[config.mk]
export PLATFORM = sky130hd
export DESIGN_NAME = fifo_wr_arbiter
export DESIGN_NICKNAME = d
export VERILOG_FILES = /design/src/rtl/fifo_wr_arbiter_pkg.sv /design/src/rtl/fifo_wr_arbiter_rr_pick.sv /design/src/rtl/fifo_wr_arbiter.sv
export SDC_FILE = /design/constraint.sdc
export NUM_CORES = 1
export LEC_CHECK = 0
export CAP_MARGIN = 20
export CORE_AREA = 2 2 46 69
export CTS_BUF_LIST = sky130_fd_sc_hd__clkbuf_2
export CTS_CLUSTER_DIAMETER = 40
export DETAILED_ROUTE_END_ITERATION = 16
export DIE_AREA = 0 0 48 71
export DONT_BUFFER_PORTS = 1
export SYNTH_ARGS = -nofsm -noshare
export SYNTH_HDL_FRONTEND = slang
export SYNTH_SLANG_ARGS = --single-unit
[constraint.sdc]
create_clock -name wclk -period 1.8 [get_ports wclk]
set_clock_uncertainty 0.15 [all_clocks]
set_input_delay 0.54 -clock wclk [delete_from_list [all_inputs] [get_ports wclk]]
set_output_delay 0.54 -clock wclk [all_outputs]
set_load 0.02 [all_outputs]
[src/rtl/fifo_wr_arbiter_pkg.sv]
// Shared types and width helpers for the FIFO write-side arbiter.
// The FSM state enum and the clog2-based width rules live here so the
// top level and the round-robin picker size their indices the same way.
package fifo_wr_arbiter_pkg;

    // Arbiter ownership state: nobody owns the FIFO, or one requester does.
    typedef enum logic {
        IDLE = 1'b0,
        OWN  = 1'b1
    } arb_state_t;

    // Default configuration of the arbiter.
    localparam int NREQ_DEF     = 4;
    localparam int DSIZE_DEF    = 8;
    localparam int MAXBEATS_DEF = 16;

    // Width of a requester index; never narrower than one bit.
    function automatic int idx_width(input int n);
        return (n > 1) ? $clog2(n) : 1;
    endfunction

    // Width of a counter that must be able to hold the value maxbeats.
    function automatic int cnt_width(input int maxbeats);
        return (maxbeats > 0) ? $clog2(maxbeats + 1) : 1;
    endfunction

    // Widths for the default configuration.
    localparam int PTR_W_DEF = idx_width(NREQ_DEF);
    localparam int CNT_W_DEF = cnt_width(MAXBEATS_DEF);

endpackage

[src/rtl/fifo_wr_arbiter_rr_pick.sv]
// Combinational round-robin priority encoder.
// Returns the first asserted request found when searching upward from
// rr_ptr, wrapping modulo NREQ, as both a one-hot vector and an index.
module fifo_wr_arbiter_rr_pick
    import fifo_wr_arbiter_pkg::*;
#(
    parameter int NREQ  = NREQ_DEF,
    parameter int PTR_W = idx_width(NREQ_DEF)
) (
    input  logic [NREQ-1:0]  req,
    input  logic [PTR_W-1:0] rr_ptr,
    output logic [NREQ-1:0]  winner_oh,
    output logic [PTR_W-1:0] winner_idx,
    output logic             any_req
);

    logic found;

    // Walk the priority order (rr_ptr, rr_ptr+1, ...) and latch the first hit.
    always_comb begin
        winner_oh  = '0;
        winner_idx = '0;
        found      = 1'b0;
        for (int k = 0; k < NREQ; k++) begin
            for (int i = 0; i < NREQ; i++) begin
                if (!found && req[i] && (((int'(rr_ptr) + k) % NREQ) == i)) begin
                    found        = 1'b1;
                    winner_oh[i] = 1'b1;
                    winner_idx   = PTR_W'(i);
                end
            end
        end
    end

    assign any_req = |req;

endmodule

[src/rtl/fifo_wr_arbiter.sv]
// Packet-level write arbiter in front of an async FIFO write port.
// One requester at a time owns the FIFO for a whole packet; ownership ends
// on the accepted last beat or after MAXBEATS accepted beats (truncation).
// A single idle cycle always separates two packets, and the round-robin
// pointer advances past the previous owner on each release.
module fifo_wr_arbiter
    import fifo_wr_arbiter_pkg::*;
#(
    parameter int NREQ     = NREQ_DEF,
    parameter int DSIZE    = DSIZE_DEF,
    parameter int MAXBEATS = MAXBEATS_DEF
) (
    input  logic                  wclk,
    input  logic                  wrst_n,
    input  logic [NREQ-1:0]       req_valid,
    input  logic [NREQ*DSIZE-1:0] req_data,
    input  logic [NREQ-1:0]       req_last,
    output logic [NREQ-1:0]       req_ready,
    input  logic                  wfull,
    input  logic                  awfull,
    output logic                  winc,
    output logic [DSIZE-1:0]      wdata,
    output logic [NREQ-1:0]       grant,
    output logic                  trunc
);

    localparam int PTR_W = idx_width(NREQ);
    localparam int CNT_W = cnt_width(MAXBEATS);

    // Registered control state
    arb_state_t       state_q,     state_d;
    logic [NREQ-1:0]  grant_q,     grant_d;
    logic [PTR_W-1:0] owner_idx_q, owner_idx_d;
    logic [PTR_W-1:0] rr_ptr_q,    rr_ptr_d;
    logic [CNT_W-1:0] beat_cnt_q,  beat_cnt_d;
    logic             trunc_q,     trunc_d;

    // Round-robin picker results
    logic [NREQ-1:0]  pick_oh;
    logic [PTR_W-1:0] pick_idx;
    logic             pick_any;

    // Owner-side combinational terms
    logic             owner_valid;
    logic             owner_last;
    logic             beat_acc;
    logic [CNT_W-1:0] beat_cnt_inc;
    logic [PTR_W-1:0] rr_ptr_after;

    fifo_wr_arbiter_rr_pick #(
        .NREQ  (NREQ),
        .PTR_W (PTR_W)
    ) u_rr_pick (
        .req        (req_valid),
        .rr_ptr     (rr_ptr_q),
        .winner_oh  (pick_oh),
        .winner_idx (pick_idx),
        .any_req    (pick_any)
    );

    // grant_q is all-zero outside OWN, so masking with it selects the owner's
    // flags and naturally yields zero while idle or held in reset.
    assign owner_valid = |(grant_q & req_valid);
    assign owner_last  = |(grant_q & req_last);

    // A beat moves only when the owner offers one and the FIFO has room;
    // awfull deliberately plays no part once a packet is under way.
    assign beat_acc     = (state_q == OWN) && owner_valid && !wfull;
    assign beat_cnt_inc = beat_cnt_q + CNT_W'(1);

    // Pointer value after releasing the current owner: owner + 1, wrapping.
    assign rr_ptr_after = (owner_idx_q == PTR_W'(NREQ - 1)) ? '0
                                                            : owner_idx_q + PTR_W'(1);

    // Handshake and write strobe toward the requesters and the FIFO.
    assign winc      = beat_acc;
    assign req_ready = (state_q == OWN && !wfull) ? (grant_q & req_valid) : '0;
    assign grant     = grant_q;
    assign trunc     = trunc_q;

    // Select the owner's data lane; only meaningful while winc is high.
    always_comb begin
        wdata = '0;
        for (int i = 0; i < NREQ; i++) begin
            if (grant_q[i]) begin
                wdata = wdata | req_data[i*DSIZE +: DSIZE];
            end
        end
    end

    // Next-state logic: grant in IDLE, count and release in OWN.
    always_comb begin
        state_d     = state_q;
        grant_d     = grant_q;
        owner_idx_d = owner_idx_q;
        rr_ptr_d    = rr_ptr_q;
        beat_cnt_d  = beat_cnt_q;
        trunc_d     = 1'b0;

        case (state_q)
            IDLE: begin
                grant_d = '0;
                // awfull stops new packets from starting, nothing else.
                if (pick_any && !awfull) begin
                    state_d     = OWN;
                    grant_d     = pick_oh;
                    owner_idx_d = pick_idx;
                    beat_cnt_d  = '0;
                end
            end
            OWN: begin
                // A stalled owner (valid low or FIFO full) just holds the grant.
                if (beat_acc) begin
                    if (owner_last || (beat_cnt_inc == CNT_W'(MAXBEATS))) begin
                        state_d    = IDLE;
                        grant_d    = '0;
                        rr_ptr_d   = rr_ptr_after;
                        beat_cnt_d = '0;
                        // Only a length-forced release counts as truncation;
                        // a last beat landing exactly on MAXBEATS is normal.
                        trunc_d    = !owner_last;
                    end else begin
                        beat_cnt_d = beat_cnt_inc;
                    end
                end
            end
            default: begin
                state_d = IDLE;
                grant_d = '0;
            end
        endcase
    end

    // Control registers with asynchronous active-low reset.
    always_ff @(posedge wclk or negedge wrst_n) begin
        if (!wrst_n) begin
            state_q     <= IDLE;
            grant_q     <= '0;
            owner_idx_q <= '0;
            rr_ptr_q    <= '0;
            beat_cnt_q  <= '0;
            trunc_q     <= 1'b0;
        end else begin
            state_q     <= state_d;
            grant_q     <= grant_d;
            owner_idx_q <= owner_idx_d;
            rr_ptr_q    <= rr_ptr_d;
            beat_cnt_q  <= beat_cnt_d;
            trunc_q     <= trunc_d;
        end
    end

endmodule

==> results of run 1 <==
-- flip-flops by register name, summed over array words and instances (netlist names) --
signal / flops
grant: 4
state_q: 1
beat_cnt_q: 5
trunc: 1
owner_idx_q: 2
rr_ptr_q: 2
-- cells in the mapped netlist (all sizes together) (2+ instances only) --
master and instances:
nor2b 2, a221oi 2, o31ai 2, inv 4, nand3 2, buf 10
mux2 4, nor2 12, a22oi 16, a32o 2, a22o 3, a21oi 8
nor4 2, nand2 21, ha 2, o21ai 11, nor3 2, dfrtp 15
-- kinds of logic after synthesis --
group           after synthesis  synth area share, %
compound gates               51                 32.1
mux                           5                 5.13
fa+ha+maj                     2                 2.05
flops                        15                 30.8
simple gates                 46                 22.3
buf+inv                      14                 7.69
-- worst reg2reg max path, delay by kind of cell (launching register included) --
kind            cells  cell delay, ns
compound gates      4            0.56
flops               1            0.49
simple gates        1            0.38
buf+inv             2            0.26
-- layout make-up --
cell class | instances | area [um2] | area share [%]
multi-input cells | 104 | 926 | 55.5
well taps | 39 | 48.8 | 2.92
inverters | 4 | 15.0 | 0.900
clock buffers | 4 | 20.0 | 1.20
repair buffers | 28 | 278 | 16.6
flip-flops and latches | 15 | 382 | 22.9
-- worst min-delay path by stage --
stage / start / end / slack, ns / cells past startpoint
3_3_place_gp: wrst_n / beat_cnt_q[3]$_DFFE_PN0P_ / 0.09 / 0
2_1_floorplan: wrst_n / beat_cnt_q[0]$_DFFE_PN0P_ / 0.09 / 0
5_1_grt: req_valid[3] / grant[3]$_DFFE_PN0P_ / 0.24 / 2
6_report: req_valid[3] / grant[3]$_DFFE_PN0P_ / 0.24 / 2
4_1_cts: req_valid[3] / grant[3]$_DFFE_PN0P_ / 0.24 / 2
3_5_place_dp: wrst_n / beat_cnt_q[3]$_DFFE_PN0P_ / 0.09 / 0
-- per-layer routing --
metal	global-route usage [%]	share of wire (%)	vias up
li1	-	-	547
met1	19.7	35	561
met2	34.8	57	55
met3	2.81	6.5	9
met4	6.31	1.7	0
met5	0	0	-
-- per-stage QoR --
stage	instances	setup TNS, ns
2_1_floorplan	133	0
3_3_place_gp	177	0
3_5_place_dp	177	0
4_1_cts	190	-1.70
5_1_grt	194	-2.74
6_report	194	-1.67
-- report_power, final --
| group | switching (uW) | total (uW) | internal [uW] |
|---|---|---|---|
| combinational | 980 | 1820 | 840 |
| sequential | 188 | 644 | 457 |
| clock | 110 | 169 | 58.9 |
| total | 1280 | 2630 | 1360 |
-- what timing repair did --
action	CTS	global route
gates cloned	1	0
endpoints found under the hold margin	15	0
pin swaps	12	13
buffers inserted	7	4
setup endpoints to repair	16	28
resized for setup	40	19
hold buffers	1	0
==> results_dict.tcl, run 1 <==
set metrics [dict create \
    grt_pass1_vias 1125 \
    rrSetupSlack_ns -0.10 \
    yosys-top-cells-area "dfrtp_1 (31%), a22oi_1 (9.8%), nand2_1 (5.2%)" \
    routedWlPerCell_um 18.1 \
    placed_cell_area_um2 1320 \
    status "finished, violations left" \
    start_util_pct 42.8 \
    final_cell_mix "a22oi_2 (16), buf_6 (14), buf_4 (12)" \
    synth_cells 133 \
    synth-seq-area-share_pct 30.8 \
    arrival_ns 1.25 \
    synth_largest_area_cell "dfrtp_1" \
    yosysUniqueCellTypes 42 \
    drcViolationCount 0 \
    hold-worst-slack_ns 0.236 \
    critPathCaptureType "output pin" \
    synth_ff_type "dfrtp_1" \
    worst_slack_ns -0.137 \
    pre_cts_slack_ns 0.0236 \
    yosysWarnings 0 \
    finalPower_uw 2630 \
    violations "negative setup slack" \
    rsz0062_at_grt "yes" \
    tightest_slew_ns 0.681 \
    htreeDepth 1 \
    cp_cell_sequence "buf_6 > a22oi_2 > nand2_2" \
    cts_num_sinks 15 \
    fillers 237 \
    grt.overflow.total 0 \
    ant_nets 0 \
    path_clk_slew_ns 0.15 \
    grt_pass1_wl_mm 4.75 \
    gp_congestion 0.841 \
    antenna_found_initial 0 \
    syn-num-nets 179 \
    final_util_pct 58.5 \
    vias_per_cell 6.04 \
    critPathBufInv 1 \
    core_um2 2850 \
    synthesis.area_um2 1220 \
    setup_viol 19 \
    maxCapViolations 0 \
    area_growth_pct 36.8 \
    slowest_stage "dfrtp_2" \
    p_per_area_nw_per_um2 1580 \
    clockBufferDepth 2 \
    min_path_type "in2reg" \
    design_area_um2 1670 \
    r2r_end "beat_cnt_q[4]$_DFFE_PN0P_" \
    start_kind "register" \
    layout_commonest_cell "a22oi_2" \
    num_vias 1172 \
    drt_first_pass_iters 4 \
    worstSkewPairLatency_ns 0.29 \
    critPathRequiredTime_ns 1.11 \
    die_x_um 48 \
    slew_headroom_pct 54.5 \
    fmax_mhz 516 \
    cts_tree "done" \
    dp_hpwl_mm 2.35 \
    synth_enable_flop_cells 0 \
    cp_max_fo 5 \
    grt_max_degree 16 \
    grt_use_total_pct 18.8 \
    port_buffers 0 \
    numCtsBuffers 3 \
    max_stage_delay_ns 0.49 \
    critical_path_class "reg2out" \
    slew_violations 0 \
    cp_top_family "flip-flops" \
    cellLeakagePower_uw 0.000708 \
    drt_iter0_markers 50 \
    ys_ff_latch 15 \
    root_buffer "clkbuf_2" \
    nNetsFinal 202 \
    endpoint "wdata[5]" \
    r2r_cells 7 \
    crit_start "grant[2]$_DFFE_PN0P_" \
    cp.depth 3 \
    diodes 0 \
    top_level_ports 62 \
    dieArea_um2 3410 \
    synth_top_area_share_pct 30.8 \
    wirelength_mm 3.52 \
    fp.dieH_um 71 \
    row_count 24 \
    async_reset_ff_share_pct 100 \
    hold_violations 0 \
    vdd_drop_max_uv 686 \
    r2r_start "grant[1]$_DFFE_PN0P_" \
    drive_gt1_share_pct 57.4 \
    period_minus_slack_ns 1.94 \
    synth_area_per_cell_um2 9.17 \
    period_share_pct 108 \
]
Note: power is estimated with default switching activity, not from simulation.
==> run 2: changes to the inputs <==
--- a/config.mk
+++ b/config.mk
@@ -6,12 +6,13 @@
 export NUM_CORES = 1
 export LEC_CHECK = 0
 export CAP_MARGIN = 20
-export CORE_AREA = 2 2 46 69
+export CORE_AREA = 2 2 41 61
 export CTS_BUF_LIST = sky130_fd_sc_hd__clkbuf_2
 export CTS_CLUSTER_DIAMETER = 40
 export DETAILED_ROUTE_END_ITERATION = 16
-export DIE_AREA = 0 0 48 71
+export DIE_AREA = 0 0 43 63
 export DONT_BUFFER_PORTS = 1
+export PLACE_DENSITY = 0.74
 export SYNTH_ARGS = -nofsm -noshare
 export SYNTH_HDL_FRONTEND = slang
 export SYNTH_SLANG_ARGS = --single-unit
==> constraint.sdc (replaced) <==
create_clock -name wclk -period 1.7 [get_ports wclk]
set_clock_uncertainty 0.15 [all_clocks]
set_input_delay 0.51 -clock wclk [delete_from_list [all_inputs] [get_ports wclk]]
set_output_delay 0.51 -clock wclk [all_outputs]
set_load 0.02 [all_outputs]
==> results_dict.tcl, run 2 (synthesis gave the netlist of run 1 again) <==
set metrics [dict create \
    status "finished, violations left" \
    violations "negative setup slack" \
    grt.overflow.total 0 \
    fmax_mhz 509 \
    slew_headroom_pct 54.0 \
    fp.dieH_um 63 \
    path_clk_slew_ns 0.15 \
    clockBufferDepth 2 \
    final_util_pct 77.6 \
    layout_commonest_cell "a22oi_2" \
    period_minus_slack_ns 1.97 \
    routedWlPerCell_um 22.3 \
    core_um2 2210 \
    dp_hpwl_mm 2.31 \
    start_util_pct 55.3 \
    drt_first_pass_iters 4 \
    grt_pass1_vias 1150 \
    r2r_end "beat_cnt_q[1]$_DFFE_PN0P_" \
    wirelength_mm 3.95 \
    numCtsBuffers 3 \
    maxCapViolations 0 \
    vias_per_cell 7.05 \
    rrSetupSlack_ns -0.20 \
    start_kind "register" \
    drive_gt1_share_pct 62.3 \
    min_from "req_valid[3]" \
    die_x_um 43 \
    slowest_stage "dfrtp_2" \
    grt_max_degree 16 \
    period_share_pct 116 \
    min_path_type "in2reg" \
    worst_slack_ns -0.265 \
    pre_cts_slack_ns -0.0723 \
    gp_congestion 0.937 \
    drt_iter0_markers 71 \
    top_level_ports 62 \
    critPathRequiredTime_ns 1.04 \
    max_flop_register "beat_cnt_q" \
    arrival_ns 1.31 \
    finalPower_uw 3000 \
    p_per_area_nw_per_um2 1750 \
    r2r_cells 5 \
    root_buffer "clkbuf_2" \
    htreeDepth 1 \
    antenna_found_initial 0 \
    area_growth_pct 40.3 \
    dp.cells 164 \
    slew_violations 0 \
    holdPathStages 2 \
    cellLeakagePower_uw 0.000719 \
    ant_nets 0 \
    cp_max_fo 5 \
    nNetsFinal 201 \
    cts_num_sinks 15 \
    critPathCaptureType "output pin" \
    final_cell_mix "a22oi_2 (16), buf_6 (15), nand2_2 (10), buf_4 (10), dfrtp_1 (8)" \
    stdcell_count 177 \
    vdd_drop_max_uv 904 \
    max_stage_delay_ns 0.50 \
    tightest_slew_ns 0.688 \
    r2r_start "grant[1]$_DFFE_PN0P_" \
    cts_tree "done" \
    dieArea_um2 2710 \
    setup_viol 29 \
    row_count 21 \
    hold_violations 0 \
    critical_path_class "reg2out" \
    min_to "grant[3]$_DFFE_PN0P_" \
    grt_pass1_wl_mm 5.42 \
    num_vias 1248 \
    drcViolationCount 0 \
    cp_cell_sequence "buf_6 > a22oi_2 > nand2_2" \
    grt_use_total_pct 26.2 \
    largest_reg_flops 5 \
    worstSkewPairLatency_ns 0.31 \
    diodes 0 \
    port_buffers 0 \
    rsz0062_at_grt "yes" \
]
[run 2: changes by cell type in the layout (fill, tap and decap cells not counted), moves of 2 or more]
cell,change
dfrtp_2,+2
a22o_1,-2
buf_4,-2
a22o_4,+2
o21ai_1,+2
o21ai_0,-2
dfrtp_1,-2
[run 2: final cells by class]
type	instances	area [um2]
Clock buffer	4	20.0
Fill cell	114	495
Inverter	4	15.0
Multi-Input combinational cell	104	990
Sequential cell	15	384
Tap cell	23	28.8
Timing Repair Buffer	27	274
[run 2: repair_timing]
action | CTS | global route
gates resized for setup | 37 | 32
setup endpoints to repair | 18 | 30
buffers inserted | 5 | 3
endpoints found under the hold margin | 15 | 0
pin swaps | 17 | 18
hold buffers | 1 | 0
[run 2: report_power, final]
part | switching, uW | internal [uW]
logic | 1140 | 968
clock network | 125 | 62.3
registers | 216 | 488
total | 1480 | 1520
[run 2: how the worst max path moves through the flow]
stage,from,endpoint,slack (ns),depth (start not counted)
finish,grant[0]$_DFFE_PN0P_,wdata[6],-0.27,3
global route,grant[2]$_DFFE_PN0P_,wdata[5],-0.31,3
CTS,grant[2]$_DFFE_PN0P_,wdata[0],-0.19,3
detailed placement,req_last[2],beat_cnt_q[4]$_DFFE_PN0P_,-0.07,5
global placement,req_last[2],beat_cnt_q[4]$_DFFE_PN0P_,-0.03,5
floorplan,req_valid[2],rr_ptr_q[0]$_DFFE_PN0P_,-0.04,5
[run 2: per-stage QoR]
stage          area, um2  hold WS (ns)  TNS, ns
5_1_grt             1710         0.200    -5.23
2_1_floorplan       1260        0.0644   -0.177
3_5_place_dp        1340        0.0648  -0.0858
6_report            1710         0.196    -3.86
3_3_place_gp        1340        0.0649  -0.0275
4_1_cts             1540         0.183    -2.59
[run 2: routing by layer]
| layer | up-vias | routed length [um] | global-route usage [%] |
|---|---|---|---|
| li1 | 539 | - | - |
| met1 | 614 | 1390 | 28.7 |
| met2 | 80 | 2170 | 48.5 |
| met3 | 15 | 264 | 3.76 |
| met4 | 0 | 119 | 10.2 |
| met5 | - | 0 | 0 |
[run 2: worst max-delay path: cells and delay by family (launching register included)]
family                 cells  cell delay [ns]
AND/OR/NAND/NOR            1             0.14
flip-flops                 1             0.50
AO/OA/AOI/OAI              1             0.21
buffers and inverters      1             0.16
